`config.mk`:
```
export PLATFORM = sky130hd
export DESIGN_NAME = ddr_cmd_sequencer
export DESIGN_NICKNAME = d
export VERILOG_FILES = /design/src/rtl/ddr_cmd_sequencer.sv
export SDC_FILE = /design/constraint.sdc
export NUM_CORES = 1
export LEC_CHECK = 0
export ABC_CLOCK_PERIOD_IN_PS = 11350
export BUFFER_PORTS_ARGS = -buffer_cell sky130_fd_sc_hd__buf_2
export CORE_UTILIZATION = 61
export CTS_CLUSTER_SIZE = 10
export DETAILED_ROUTE_END_ITERATION = 10
export PLACE_DENSITY = 0.82
export SLEW_MARGIN = 5
export SYNTH_ARGS = -nofsm -noshare
export SYNTH_HDL_FRONTEND = slang
export SYNTH_SLANG_ARGS = --single-unit
```
`constraint.sdc`:
```
create_clock -name clk -period 11.35 [get_ports clk]
set_input_delay 1.135 -clock clk [delete_from_list [all_inputs] [get_ports clk]]
set_output_delay 1.135 -clock clk [all_outputs]
set_load 0.1 [all_outputs]
```
`src/rtl/ddr_cmd_sequencer.sv`:
```
// ddr_cmd_sequencer: request-to-DRAM command sequencer with open-row table and tRP/tRCD spacing.
// Optional refresh engine enabled by defining DDR_SEQ_REFRESH_EN.
module ddr_cmd_sequencer #(
  parameter int TRP   = 3,
  parameter int TRCD  = 3,
  parameter int TRFC  = 8,
  parameter int TREFI = 200
) (
  input  logic        clk,
  input  logic        reset,
  input  logic        req_valid,
  output logic        req_ready,
  input  logic [2:0]  req_cmd,
  input  logic [1:0]  req_bank,
  input  logic [12:0] req_row,
  input  logic [9:0]  req_col,
  input  logic [15:0] req_data,
  output logic [2:0]  cmd_out,
  output logic [1:0]  ba_out,
  output logic [12:0] addr_out,
  output logic [15:0] wdata_out,
  output logic        wdata_oe
);
  localparam logic [2:0] C_NOP = 3'd0, C_ACT = 3'd1, C_RD = 3'd2, C_WR = 3'd3, C_PRE = 3'd4, C_REF = 3'd5;
  typedef enum logic [3:0] {
    IDLE, PRE, TRP_WAIT, ACT, TRCD_WAIT, ACCESS
`ifdef DDR_SEQ_REFRESH_EN
    , RPRE, RTRP, RREF, RTRFC
`endif
  } state_t;
  state_t      r_state, w_next;
  logic [7:0]  r_timer, w_timer;
  logic [3:0]  r_valid;
  logic [12:0] r_row [4];
  logic        r_wr;
  logic [1:0]  r_bank;
  logic [12:0] r_arow;
  logic [9:0]  r_col;
  logic [15:0] r_data;
  logic [2:0]  w_cmd;
  logic [1:0]  w_ba;
  logic [12:0] w_addr;
  logic [15:0] w_wdata;
  logic        w_oe, w_acc, w_hit, w_clr;
`ifdef DDR_SEQ_REFRESH_EN
  localparam int RW = $clog2(TREFI);
  logic [RW-1:0] r_refi;
  logic          r_pend, w_wrap;
  assign w_wrap    = r_refi == RW'(TREFI - 1);
  assign req_ready = r_state == IDLE && !r_pend;
`else
  assign req_ready = r_state == IDLE;
`endif
  assign w_acc = req_valid && req_ready && req_cmd[2:1] == 2'b01;
  assign w_hit = r_valid[req_bank] && r_row[req_bank] == req_row;
  always_comb begin
    w_next  = r_state;
    w_timer = r_timer;
    w_cmd   = C_NOP;
    w_ba    = '0;
    w_addr  = '0;
    w_wdata = '0;
    w_oe    = 1'b0;
    w_clr   = 1'b0;
    case (r_state)
      IDLE: begin
        if (w_acc) w_next = w_hit ? ACCESS : r_valid[req_bank] ? PRE : ACT;
`ifdef DDR_SEQ_REFRESH_EN
        if (r_pend) w_next = |r_valid ? RPRE : RREF;
`endif
      end
      PRE: begin
        w_cmd   = C_PRE;
        w_ba    = r_bank;
        w_timer = 8'(TRP - 1);
        w_next  = TRP == 1 ? ACT : TRP_WAIT;
      end
      TRP_WAIT: begin
        w_timer = r_timer - 8'd1;
        w_next  = r_timer == 8'd1 ? ACT : TRP_WAIT;
      end
      ACT: begin
        w_cmd   = C_ACT;
        w_ba    = r_bank;
        w_addr  = r_arow;
        w_timer = 8'(TRCD - 1);
        w_next  = TRCD == 1 ? ACCESS : TRCD_WAIT;
      end
      TRCD_WAIT: begin
        w_timer = r_timer - 8'd1;
        w_next  = r_timer == 8'd1 ? ACCESS : TRCD_WAIT;
      end
      ACCESS: begin
        w_cmd   = r_wr ? C_WR : C_RD;
        w_ba    = r_bank;
        w_addr  = {3'b0, r_col};
        w_oe    = r_wr;
        w_wdata = r_wr ? r_data : '0;
        w_next  = IDLE;
      end
`ifdef DDR_SEQ_REFRESH_EN
      RPRE: begin
        w_cmd   = C_PRE;
        w_addr  = 13'h0400;
        w_timer = 8'(TRP - 1);
        w_next  = TRP == 1 ? RREF : RTRP;
      end
      RTRP: begin
        w_timer = r_timer - 8'd1;
        w_next  = r_timer == 8'd1 ? RREF : RTRP;
      end
      RREF: begin
        w_cmd   = C_REF;
        w_timer = 8'(TRFC - 1);
        w_clr   = TRFC == 1;
        w_next  = TRFC == 1 ? IDLE : RTRFC;
      end
      RTRFC: begin
        w_timer = r_timer - 8'd1;
        w_clr   = r_timer == 8'd1;
        w_next  = r_timer == 8'd1 ? IDLE : RTRFC;
      end
`endif
      default: w_next = IDLE;
    endcase
  end
  always_ff @(posedge clk or posedge reset) begin
    if (reset) begin
      r_state   <= IDLE;
      r_timer   <= '0;
      r_valid   <= '0;
      r_row     <= '{default: '0};
      r_wr      <= 1'b0;
      r_bank    <= '0;
      r_arow    <= '0;
      r_col     <= '0;
      r_data    <= '0;
      cmd_out   <= C_NOP;
      ba_out    <= '0;
      addr_out  <= '0;
      wdata_out <= '0;
      wdata_oe  <= 1'b0;
`ifdef DDR_SEQ_REFRESH_EN
      r_refi    <= '0;
      r_pend    <= 1'b0;
`endif
    end else begin
      r_state   <= w_next;
      r_timer   <= w_timer;
      cmd_out   <= w_cmd;
      ba_out    <= w_ba;
      addr_out  <= w_addr;
      wdata_out <= w_wdata;
      wdata_oe  <= w_oe;
      if (w_acc) begin
        r_wr   <= req_cmd[0];
        r_bank <= req_bank;
        r_arow <= req_row;
        r_col  <= req_col;
        r_data <= req_data;
      end
      if (r_state == PRE) r_valid[r_bank] <= 1'b0;
      if (r_state == ACT) begin
        r_valid[r_bank] <= 1'b1;
        r_row[r_bank]   <= r_arow;
      end
`ifdef DDR_SEQ_REFRESH_EN
      if (r_state == RPRE) r_valid <= '0;
      r_refi <= w_wrap ? '0 : r_refi + 1'b1;
      r_pend <= w_wrap ? 1'b1 : w_clr ? 1'b0 : r_pend;
`endif
    end
  end
endmodule

```
[After elaboration in Yosys (flattened, before gate mapping)]
Index checks and enable logic that the tools add are counted.
Cells by class
  add/subtract/negate cells: 1
  order comparisons: 6
  eq/ne operators: 9
  multiplexer cells: 26
  bitwise gates (word level): 5
  reduce and logical (&&, ||, !) cells: 10
Operator list (number)
  52-bit bitwise mux: 1
  13-bit two-way mux: 3
  16-bit two-way mux: 2
  13-bit binary-select mux with 2-bit select: 1
  13-bit demux with 2-bit select: 1
  13-bit case mux with 2 select lines: 1
  4-bit case mux with 5 select lines: 1
  8-bit case mux with 2 select lines: 1
  13-bit == test: 1
  4-bit two-way mux: 3
  3-bit case mux with 3 select lines: 1
  4-bit by 2-bit == test with 1-bit output, second input constant: 2
  4-bit by 3-bit == test with 1-bit output, second input constant: 2
  8-bit by 1-bit == test with 1-bit output, second input constant: 1
  8-bit by 1-bit subtractor with 8-bit output, second input constant: 1
  3-bit >= comparator, second input constant: 2
  2-bit by 3-bit < comparator with 1-bit output, second input constant: 2
  1-bit two-way mux: 6
  2-bit inverter with 3-bit output: 2
  1-bit logical AND: 5
  4-bit bitwise AND: 1
  4-bit by 1-bit == test with 1-bit output, second input constant: 1
  4-bit logical NOT: 1
  2-bit two-way mux: 2
  12 further kinds: 13
Storage, ports and cells
  register bits after elaboration: 145

[Logic depth before layout (Yosys ltp)]
Gate-level depths: netlist (run 1).
  word-level depth: 9
  gate-level depth with buffers: 7
  depth with buffers taken out: 7

[Worst setup path before layout (run 1)]
OpenSTA, ideal clock, no wires.
  kind: register to output
  start point: reg r_state[1]
  end point: out req_ready
  arrival: 1403 ps
  data required time: 10215 ps
  path slack: 8812 ps
  cell stages (with the launch flop): 3
  buffers on the path: 0
  path through: dfrtp_1 or3_1 inv_1
Between the ends
  longest elaborated chain between the ends: 1
RTL lines
  from (decl): line 31  | state_t r_state, w_next;
  from (signal assigned): line 148  | r_state <= w_next;
  4-bit logical NOT: line 52  | assign req_ready = r_state == IDLE;
  to (decl): line 12  | output logic req_ready,
Every way passes these cells.

[Worst setup path in the final report (run 1)]
Ends and elaborated chain as after synthesis.

==> impl_metrics.json, run 1 <==
{
  "start_util_pct": 64.0,
  "hpwl_um": 7580,
  "critPathArrivalTime_ps": 2010,
  "r2r-end": "r_data[9]",
  "finalCritPeriodShare_pct": 27.7,
  "cts_max_level": 4,
  "grt_pass1_wl_um": 20000,
  "pre_cts_slack_ps": 8480,
  "fill_cells": 590,
  "dieArea_um2": 10300,
  "rsz0062_at_grt": "false",
  "setup_viol_count_final": 0,
  "avgSynthCellArea_um2": 14.1,
  "grt_pass1_vias": 3890,
  "viasPerCell": 5.84,
  "startpoint": "r_state[1]",
  "layout_setup_ws_ps": 8210,
  "power_density_nw_per_um2": 269,
  "final_cells": 653,
  "irDropWorstVdd_v": 0.000212,
  "cp-end-kind": "primary output",
  "fp-row-count": 35,
  "dp_cells": 621,
  "route.detailed.drc": 0,
  "drt_pass1_iterations": 5,
  "nNetsFinal": 560,
  "vias": 3815,
  "root_buffer": "clkbuf_8",
  "cpLargestDelayFamily": "flip-flops",
  "gp_congestion": 0.792,
  "die_y_um": 101,
  "yosysWarnings": 0,
  "max_freq_ghz": 0.318,
  "use_met2_pct": 44.2,
  "layout_min_cycle_time_ps": 3140,
  "synth_top_area_share_pct": 59.8,
  "yosysSeqAreaShare_pct": 59.8,
  "synth_seq_cells": 144,
  "cts_tree": "done",
  "cp.depth": 3,
  "clock_sinks": 144,
  "leakage_nw": 3.58,
  "numPortBuffers": 82,
  "postRouteAntennaNets": 0,
  "synthDistinctLibCells": 46,
  "grt-ovfl-total": 0,
  "rr_startpoint": "r_state[1]",
  "cp-endpoint": "req_ready",
  "final_cell_mix": "144 x dfrtp_1, 91 x mux2_2, 82 x buf_2",
  "core_um2": 9420,
  "hold_buffers": 0,
  "setup_tns_ps": 0,
  "synthCells": 427,
  "die_w_um": 101,
  "yosysTopAreaCell": "dfrtp_1",
  "slew_viol_final": 0,
  "crit_type": "reg -> out",
  "wl_per_cell_um": 18.9,
  "outcome": "finished clean",
  "final_common_cell": "dfrtp_1",
  "use_met3_pct": 6.97,
  "rr_worst_depth": 4,
  "drt_iter0_markers": 158,
  "cts_buffers": 17,
  "finClkSkew_ps": 7.72,
  "hold_slack_ps": 489,
  "cp_max_fo": 13,
  "synth_edf_count": 0,
  "cts_resized": 0,
  "grt_max_degree": 87,
  "hold_viol_final": 0,
  "syn_to_final_growth_pct": 18.4,
  "worst_pin_slew_ps": 1130,
  "antenna_found_initial": 1,
  "synth_area_um2": 6030,
  "gr-max-usage-layer": "met2",
  "ys.flop_type": "dfrtp_1",
  "worst_ep_required_time_ps": 10220,
  "post_cts_buffers": 0,
  "ff2ff_setup_slack_ps": 8700,
  "cp-start-kind": "flop",
  "async_flop_share_pct": 100,
  "critPathBufInv": 2,
  "grt_usage_pct": 26.7,
  "max_stage_delay_ps": 530,
  "layout-drive-gt1-share_pct": 41.3,
  "hold_class": "reg -> reg",
  "wirelength_um": 12300,
  "cts.clk_slew.worst_paths_ps": 60,
  "use_met1_pct": 34.5,
  "maxCapViolations": 0,
  "clockBufferDepth": 2,
  "synthTopCellsByArea": "dfrtp_1 60%, mux2_2 17%, mux4_1 2.6%",
  "num_io_pins": 83,
  "slowest_stage": "dfrtp_1",
  "insertion_delay_ps": 510,
  "cp_cell_sequence": "or3_1 > inv_1 > buf_2",
  "syn-num-nets": 476,
  "slew_headroom_pct": 24.7
}
-- layout make-up --
type / instances / area [µm²] / share of cell area [%]
clock buffer: 18 / 418 / 5.86
antenna: 1 / 2.50 / 0.0351
inverter: 9 / 38.8 / 0.543
sequential: 144 / 3600 / 50.5
multi-input combinational: 252 / 2280 / 31.9
timing repair buffer: 87 / 448 / 6.28
tap: 129 / 161 / 2.26
clock inverter: 13 / 188 / 2.63
-- registers in the layout (all words and copies together), names as in the netlist --
name / cells
wdata_out: 16
r_bank: 2
r_row: 52
r_arow: 13
r_wr: 1
ba_out: 2
addr_out: 13
cmd_out: 3
r_valid: 4
r_state: 3
r_data: 16
r_timer: 8
r_col: 10
wdata_oe: 1
-- power breakdown --
group          switching, mW  internal, mW  leakage, nW  total [mW]
logic                  0.303         0.222         1.42       0.525
clock network          0.211         0.357        0.288       0.567
registers              0.143         0.688         1.87       0.831
total                  0.657          1.27         3.58        1.92
-- metrics by stage --
stage,total power [mW],area (µm²),util (%)
after floorplan,1.22,6030,-
after global placement,1.32,6530,69.3
after detailed placement,1.35,6530,69.3
after CTS,1.93,7130,75.8
after global routing,2.02,7140,75.8
final,1.92,7140,75.8
-- layer usage --
layer | part of all wire, % | vias up
met1 | 42 | 1962
met2 | 51 | 121
li1 | - | 1716
met5 | 0 | -
met3 | 5.0 | 16
met4 | 1.9 | 0
-- Yosys cell counts (2+ instances only) --
master,n
nor2_1,11
mux2i_1,13
nand2b_1,4
mux4_1,6
o2bb2ai_1,2
a21oi_1,6
mux2_1,3
nand2_1,16
xnor2_1,6
a22o_1,10
and3_1,19
buf_2,9
or3_1,2
o21ai_0,10
ha_1,2
nand3_1,7
o31ai_1,2
mux4_2,3
buf_4,4
xor2_1,8
a31oi_1,2
and2_1,4
dfrtp_1,144
inv_1,9
nor2b_1,3
mux2_2,91
clkbuf_1,7
nor3_1,6
-- kinds of logic (layout without fill, tap and decap cells) --
logic type      Yosys count  after routing  share of synthesized area, %
simple gates             81             81                          7.39
flops                   144            144                          59.8
compound gates           39             39                          4.46
fa+ha+maj                 2              2                         0.415
xor+xnor                 14             14                          2.03
mux                     116            116                          23.4
buf+inv                  31            127                          2.49
other cells               0              1                             0
-- how the worst min path moves through the flow --
stage | from | endpoint | slack (ps) | depth (start not counted)
3_5_place_dp | r_data[6] | r_data[6] | 470 | 1
6_report | r_timer[6] | r_timer[6] | 490 | 1
2_1_floorplan | r_valid[2] | r_valid[2] | 440 | 2
5_1_grt | r_timer[6] | r_timer[6] | 520 | 1
3_3_place_gp | r_valid[2] | r_valid[2] | 460 | 2
4_1_cts | r_timer[6] | r_timer[6] | 490 | 1
-- worst register-to-register path, stage by stage, from the launching register on --
cell and delay, ps:
dfrtp_1 530, or3_1 470, inv_1 80, and4_2 1010, mux2_2 440
Note: power is estimated with default switching activity, not from simulation.
==> run 2: changes to the inputs <==
--- a/config.mk
+++ b/config.mk
@@ -5,12 +5,13 @@
 export SDC_FILE = /design/constraint.sdc
 export NUM_CORES = 1
 export LEC_CHECK = 0
-export ABC_CLOCK_PERIOD_IN_PS = 11350
+export ABC_AREA = 1
+export ABC_CLOCK_PERIOD_IN_PS = 3300
 export BUFFER_PORTS_ARGS = -buffer_cell sky130_fd_sc_hd__buf_2
-export CORE_UTILIZATION = 61
+export CORE_UTILIZATION = 57
 export CTS_CLUSTER_SIZE = 10
 export DETAILED_ROUTE_END_ITERATION = 10
-export PLACE_DENSITY = 0.82
+export PLACE_DENSITY = 0.77
 export SLEW_MARGIN = 5
 export SYNTH_ARGS = -nofsm -noshare
 export SYNTH_HDL_FRONTEND = slang
==> constraint.sdc (replaced) <==
create_clock -name clk -period 3.3 [get_ports clk]
set_input_delay 0.33 -clock clk [delete_from_list [all_inputs] [get_ports clk]]
set_output_delay 0.33 -clock clk [all_outputs]
set_load 0.1 [all_outputs]
==> impl_metrics.json, run 2 <==
{
  "placed_area_um2": 6540,
  "final_cell_mix": "197 x nand2_1, 144 x dfrtp_1, 82 x buf_2",
  "grt_pass1_wl_um": 21900,
  "finalCritPeriodShare_pct": 67.0,
  "core_um2": 10300,
  "avgSynthCellArea_um2": 8.97,
  "syn_to_final_growth_pct": 16.0,
  "dp_cells": 871,
  "yosysTopAreaCell": "dfrtp_1",
  "nNetsFinal": 803,
  "drt_iter0_markers": 253,
  "drt_pass1_iterations": 5,
  "top_regs": "r_row (52), r_data (16), wdata_out (16)",
  "critPathArrivalTime_ps": 1880,
  "irDropWorstVdd_v": 0.000414,
  "hold_slack_ps": 19.4,
  "antenna_found_initial": 0,
  "async_flop_share_pct": 100,
  "maxCapViolations": 0,
  "yosysWarnings": 0,
  "synth_commonest_cells": "197 x nand2_1, 144 x dfrtp_1, 63 x inv_1, 53 x o21ai_0, 49 x o21ai_1",
  "leakage_nw": 3.60,
  "hold_buffers": 0,
  "syn-num-nets": 728,
  "worst_ep_required_time_ps": 2970,
  "num_io_pins": 83,
  "route.detailed.drc": 0,
  "worst_pin_slew_ps": 728,
  "grt_usage_pct": 25.4,
  "cts_buffers": 17,
  "synth_seq_cells": 144,
  "synthDistinctLibCells": 32,
  "clock_sinks": 144,
  "clockBufferDepth": 2,
  "fin_area_um2": 7060,
  "gp_congestion": 0.802,
  "synth_edf_count": 0,
  "layout-drive-gt1-share_pct": 19.9,
  "diodes": 0,
  "yosysSeqAreaShare_pct": 59.2,
  "power_density_nw_per_um2": 919,
  "fp-row-count": 37,
  "die_w_um": 105,
  "hold_class": "in -> reg",
  "largest_reg_flops": 52,
  "viasPerCell": 5.28,
  "crit_type": "reg -> out",
  "post_cts_buffers": 0,
  "cts_resized": 0,
  "regMostFlops": "r_row",
  "die_y_um": 105,
  "grt_pass1_vias": 4688,
  "dieArea_um2": 11100,
  "slew_headroom_pct": 51.5,
  "grt_max_degree": 145,
  "cp_max_fo": 5,
  "grt-ovfl-total": 0,
  "layout_min_cycle_time_ps": 2210,
  "synthCells": 679,
  "max_freq_ghz": 0.452,
  "ys.flop_type": "dfrtp_1",
  "slew_viol_final": 0,
  "cp-start-kind": "flop",
  "final_common_cell": "nand2_1",
  "rsz0062_at_grt": "false",
  "root_buffer": "clkbuf_8",
  "cts_max_level": 4,
  "hpwl_um": 8290,
  "synth_area_um2": 6090,
  "setup_viol_count_final": 0,
  "numPortBuffers": 82,
  "vias": 4758,
  "yosysMostFrequentCell": "nand2_1",
  "outcome": "finished clean",
  "insertion_delay_ps": 520,
  "synthTopCellsByArea": "dfrtp_1 59%, nand2_1 12%, o21ai_0 4.4%",
  "fin_util_pct": 68.4,
  "synth_top_area_share_pct": 59.2,
  "cp-end-kind": "primary output",
  "wl_per_cell_um": 14.4,
  "start_util_pct": 59.0,
  "cts.clk_slew.worst_paths_ps": 60,
  "wirelength_um": 13000,
  "hold_viol_final": 0,
  "final_cells": 901,
  "finClkSkew_ps": 5.72,
  "postRouteAntennaNets": 0,
  "setup_tns_ps": 0,
  "cts_tree": "done"
}
==> run 2: cell count changes after synthesis, sizes merged, moves of 13 or more <==
cell / change
and3: -19
mux2i: -13
o21ai: +91
inv: +64
mux2: -94
nor2: +35
nand3: +29
nand2: +189
==> run 2: cell type report <==
type | count | area, µm²
inverters | 73 | 278
multi-input cells | 434 | 2040
repair buffers | 84 | 450
clock buffers | 25 | 494
fillers | 829 | 3260
flip-flops and latches | 144 | 3600
well taps | 136 | 170
clock inverters | 5 | 30.0
==> run 2: cells by family (layout without fill, tap and decap cells) <==
group / Yosys count / after routing / synth area share (%)
and+or+nand+nor: 308 / 308 / 22.4
adders and majority gates: 2 / 2 / 0.411
buffers and inverters: 101 / 187 / 7.48
DFF: 144 / 144 / 59.2
AOI/OAI and AO/OA: 124 / 124 / 10.5
==> run 2: per-stage QoR <==
step | power, mW | worst slack, ps
2_1_floorplan | 4.34 | 1160
3_3_place_gp | 4.71 | 1270
3_5_place_dp | 4.82 | 1200
4_1_cts | 6.52 | 1080
5_1_grt | 6.91 | 996
6_report | 6.49 | 1090
==> run 2: routing by layer <==
layer	track usage (%)	share of wire [%]	vias to the layer above
met5	0	0	-
met4	9.96	2.0	0
met3	6.00	4.5	25
met2	41.9	48	117
met1	32.7	45	2309
li1	-	-	2307
==> run 2: report_power, final <==
part	leakage, nW	internal (mW)	total (mW)	switching (mW)
Combinational	1.48	0.565	2.04	1.48
Clock	0.256	1.01	1.68	0.669
Sequential	1.86	2.44	2.77	0.330
Total	3.60	4.01	6.49	2.48
==> run 2: critical path, cell delays in order, from the launching register on <==
cell and delay [ps]:
dfrtp_1 440, nor2_2 200, nand2_1 160, inv_1 130
buf_2 440
==> run 2: path summary, 6_finish.rpt <==
path	start	to	slack (ps)	depth (start not counted)
min in group asynchronous	reset	r_data[1]	40	3
worst max register to register	r_state[1]	r_state[1]	1360	6
worst min-delay path	req_data[13]	r_data[13]	20	3
max in group asynchronous	reset	r_row[31]	2740	3
worst max-delay path	r_state[1]	req_ready	1090	4
worst min register to register	r_data[0]	wdata_out[0]	480	2
==> run 3: changes to the inputs <==
--- a/config.mk
+++ b/config.mk
@@ -6,7 +6,7 @@
 export NUM_CORES = 1
 export LEC_CHECK = 0
 export ABC_AREA = 1
-export ABC_CLOCK_PERIOD_IN_PS = 3300
+export ABC_CLOCK_PERIOD_IN_PS = 2100
 export BUFFER_PORTS_ARGS = -buffer_cell sky130_fd_sc_hd__buf_2
 export CORE_UTILIZATION = 57
 export CTS_CLUSTER_SIZE = 10
==> constraint.sdc (replaced) <==
create_clock -name clk -period 2.1 [get_ports clk]
set_input_delay 0.21 -clock clk [delete_from_list [all_inputs] [get_ports clk]]
set_output_delay 0.21 -clock clk [all_outputs]
set_load 0.1 [all_outputs]
==> impl_metrics.json, run 3 (synthesis results as in run 2) <==
{
  "setup_viol_count_final": 0,
  "crit_type": "reg -> out",
  "antenna_found_initial": 0,
  "cts.clk_slew.worst_paths_ps": 60,
  "rsz0062_at_grt": "false",
  "netSwitchingFraction_pct": 38.3,
  "grt_max_degree": 145,
  "wl_per_cell_um": 15.4,
  "grt_pass1_wl_um": 24400,
  "cts_tree": "done",
  "numPortBuffers": 82,
  "p_sw_mw": 4.13,
  "post_cts_buffers": 0,
  "hold_class": "in -> reg",
  "insertion_delay_ps": 530,
  "seqCellArea_um2": 3600,
  "finalCritPeriodShare_pct": 95.4,
  "cp-end-kind": "primary output",
  "max_stage_delay_ps": 450,
  "slew_headroom_pct": 48.0,
  "wirelength_um": 14600,
  "leakage_nw": 3.82,
  "cp_max_fo": 5,
  "layout_min_cycle_time_ps": 2000,
  "finClkSkew_ps": 6.62,
  "outcome": "finished clean",
  "viasPerCell": 5.40,
  "worst_pin_slew_ps": 781,
  "fill_cells": 729,
  "fin_util_pct": 73.3,
  "hold_viol_final": 0,
  "seqPwrFrac_pct": 40.6,
  "worst_ep_required_time_ps": 1890,
  "diodes": 0,
  "layout_setup_ws_ps": 96.8,
  "root_buffer": "clkbuf_8",
  "regMostFlops": "r_row",
  "route.detailed.drc": 0,
  "irDropWorstVdd_v": 0.000766,
  "final_common_cell": "nand2_1",
  "clockBufferDepth": 2,
  "power_frac_comb_pct": 31.3,
  "fp-row-count": 37,
  "cts_max_level": 4,
  "grt_pass1_vias": 5119,
  "largest_reg_flops": 52,
  "core_um2": 10300,
  "cp_cell_sequence": "nor2_2 > nand2_1 > inv_1 > clkbuf_4",
  "slowest_stage": "dfrtp_1",
  "clock_sinks": 144,
  "pre_cts_slack_ps": 401,
  "power_mw": 10.8,
  "start_util_pct": 59.0,
  "die_y_um": 105,
  "setup_tns_ps": 0,
  "hpwl_um": 8680,
  "layout-drive-gt1-share_pct": 19.7,
  "cts_buffers": 17,
  "multi_input_area_um2": 2040,
  "final_cell_mix": "197 x nand2_1, 144 x dfrtp_1, 81 x buf_2",
  "grt_usage_pct": 28.7,
  "top_regs": "r_row (52), r_data (16), wdata_out (16)",
  "slew_viol_final": 0,
  "dieArea_um2": 11100,
  "cp-start-kind": "flop",
  "gp_congestion": 0.884,
  "die_w_um": 105,
  "max_freq_ghz": 0.499,
  "power_density_nw_per_um2": 1430,
  "p_int_mw": 6.67,
  "drt_pass1_iterations": 5,
  "vias": 5110,
  "grt-ovfl-total": 0,
  "p_clk_share_pct": 28.1,
  "nNetsFinal": 847,
  "drt_iter0_markers": 392,
  "maxCapViolations": 0,
  "num_io_pins": 83,
  "syn_to_final_growth_pct": 24.4,
  "critPathArrivalTime_ps": 1790,
  "postRouteAntennaNets": 0
}
run 3: cell types whose count changed in the layout (fill, tap and decap cells not counted), moves of 2 or more:
| cell | change |
|---|---|
| clkbuf_1 | -2 |
| dlygate4sd3_1 | +40 |
| buf_4 | +4 |
| inv_6 | +3 |
| bufinv_16 | +3 |
| clkbuf_8 | -3 |
run 3: timing repair:
action                     in CTS  in global routing
setup endpoints to repair       0                  1
hold endpoints to repair      183                  0
gates resized for setup         0                  1
hold buffers                   40                  0
run 3: area by class of cell:
class,count,share of cell area [%]
inverters,73,3.67
repair buffers,128,11.7
clock inverters,12,2.05
flip-flops and latches,144,47.6
well taps,136,2.25
multi-input cells,434,26.9
clock buffers,20,5.88
run 3: worst paths after layout:
check | start | to | slack [ps] | cells after the start
max in group asynchronous | reset | ba_out[0] | 1070 | 4
hold / removal | req_data[2] | r_data[2] | 30 | 3
min in group asynchronous | reset | r_timer[6] | 420 | 4
setup / recovery | r_state[1] | req_ready | 100 | 4
hold reg to reg | r_data[6] | wdata_out[6] | 490 | 2
setup reg to reg | r_state[0] | r_row[23] | 310 | 9
run 3: worst max-delay path, delay by kind of cell (launching register included):
| kind | cells | cell delay [ps] |
|---|---|---|
| buffers and inverters | 2 | 470 |
| flip-flops | 1 | 450 |
| AND/OR/NAND/NOR | 2 | 350 |
run 3: power by group through the flow:
stage	clock network (mW)	registers [mW]	logic (mW)
2_1_floorplan	0	4.82	2.00
3_3_place_gp	0	4.36	3.08
3_5_place_dp	0	4.39	3.23
4_1_cts	3.06	4.36	3.35
5_1_grt	3.18	4.48	3.78
6_report	3.03	4.38	3.38
run 3: metrics by stage:
step           hold slack, ps  instance area (µm²)  cells
2_1_floorplan             331                 6090    679
6_report                 34.6                 7570    947
3_3_place_gp              420                 6570    875
4_1_cts                  2.97                 7570    947
3_5_place_dp              421                 6570    875
5_1_grt                  36.6                 7570    947
run 3: per-layer routing:
metal	up-vias	share of wire, %	global-route usage, %
li1	2399	-	-
met1	2504	41	36.2
met2	178	51	48.2
met3	29	5.6	6.25
met4	0	2.0	11.6
met5	-	0	0
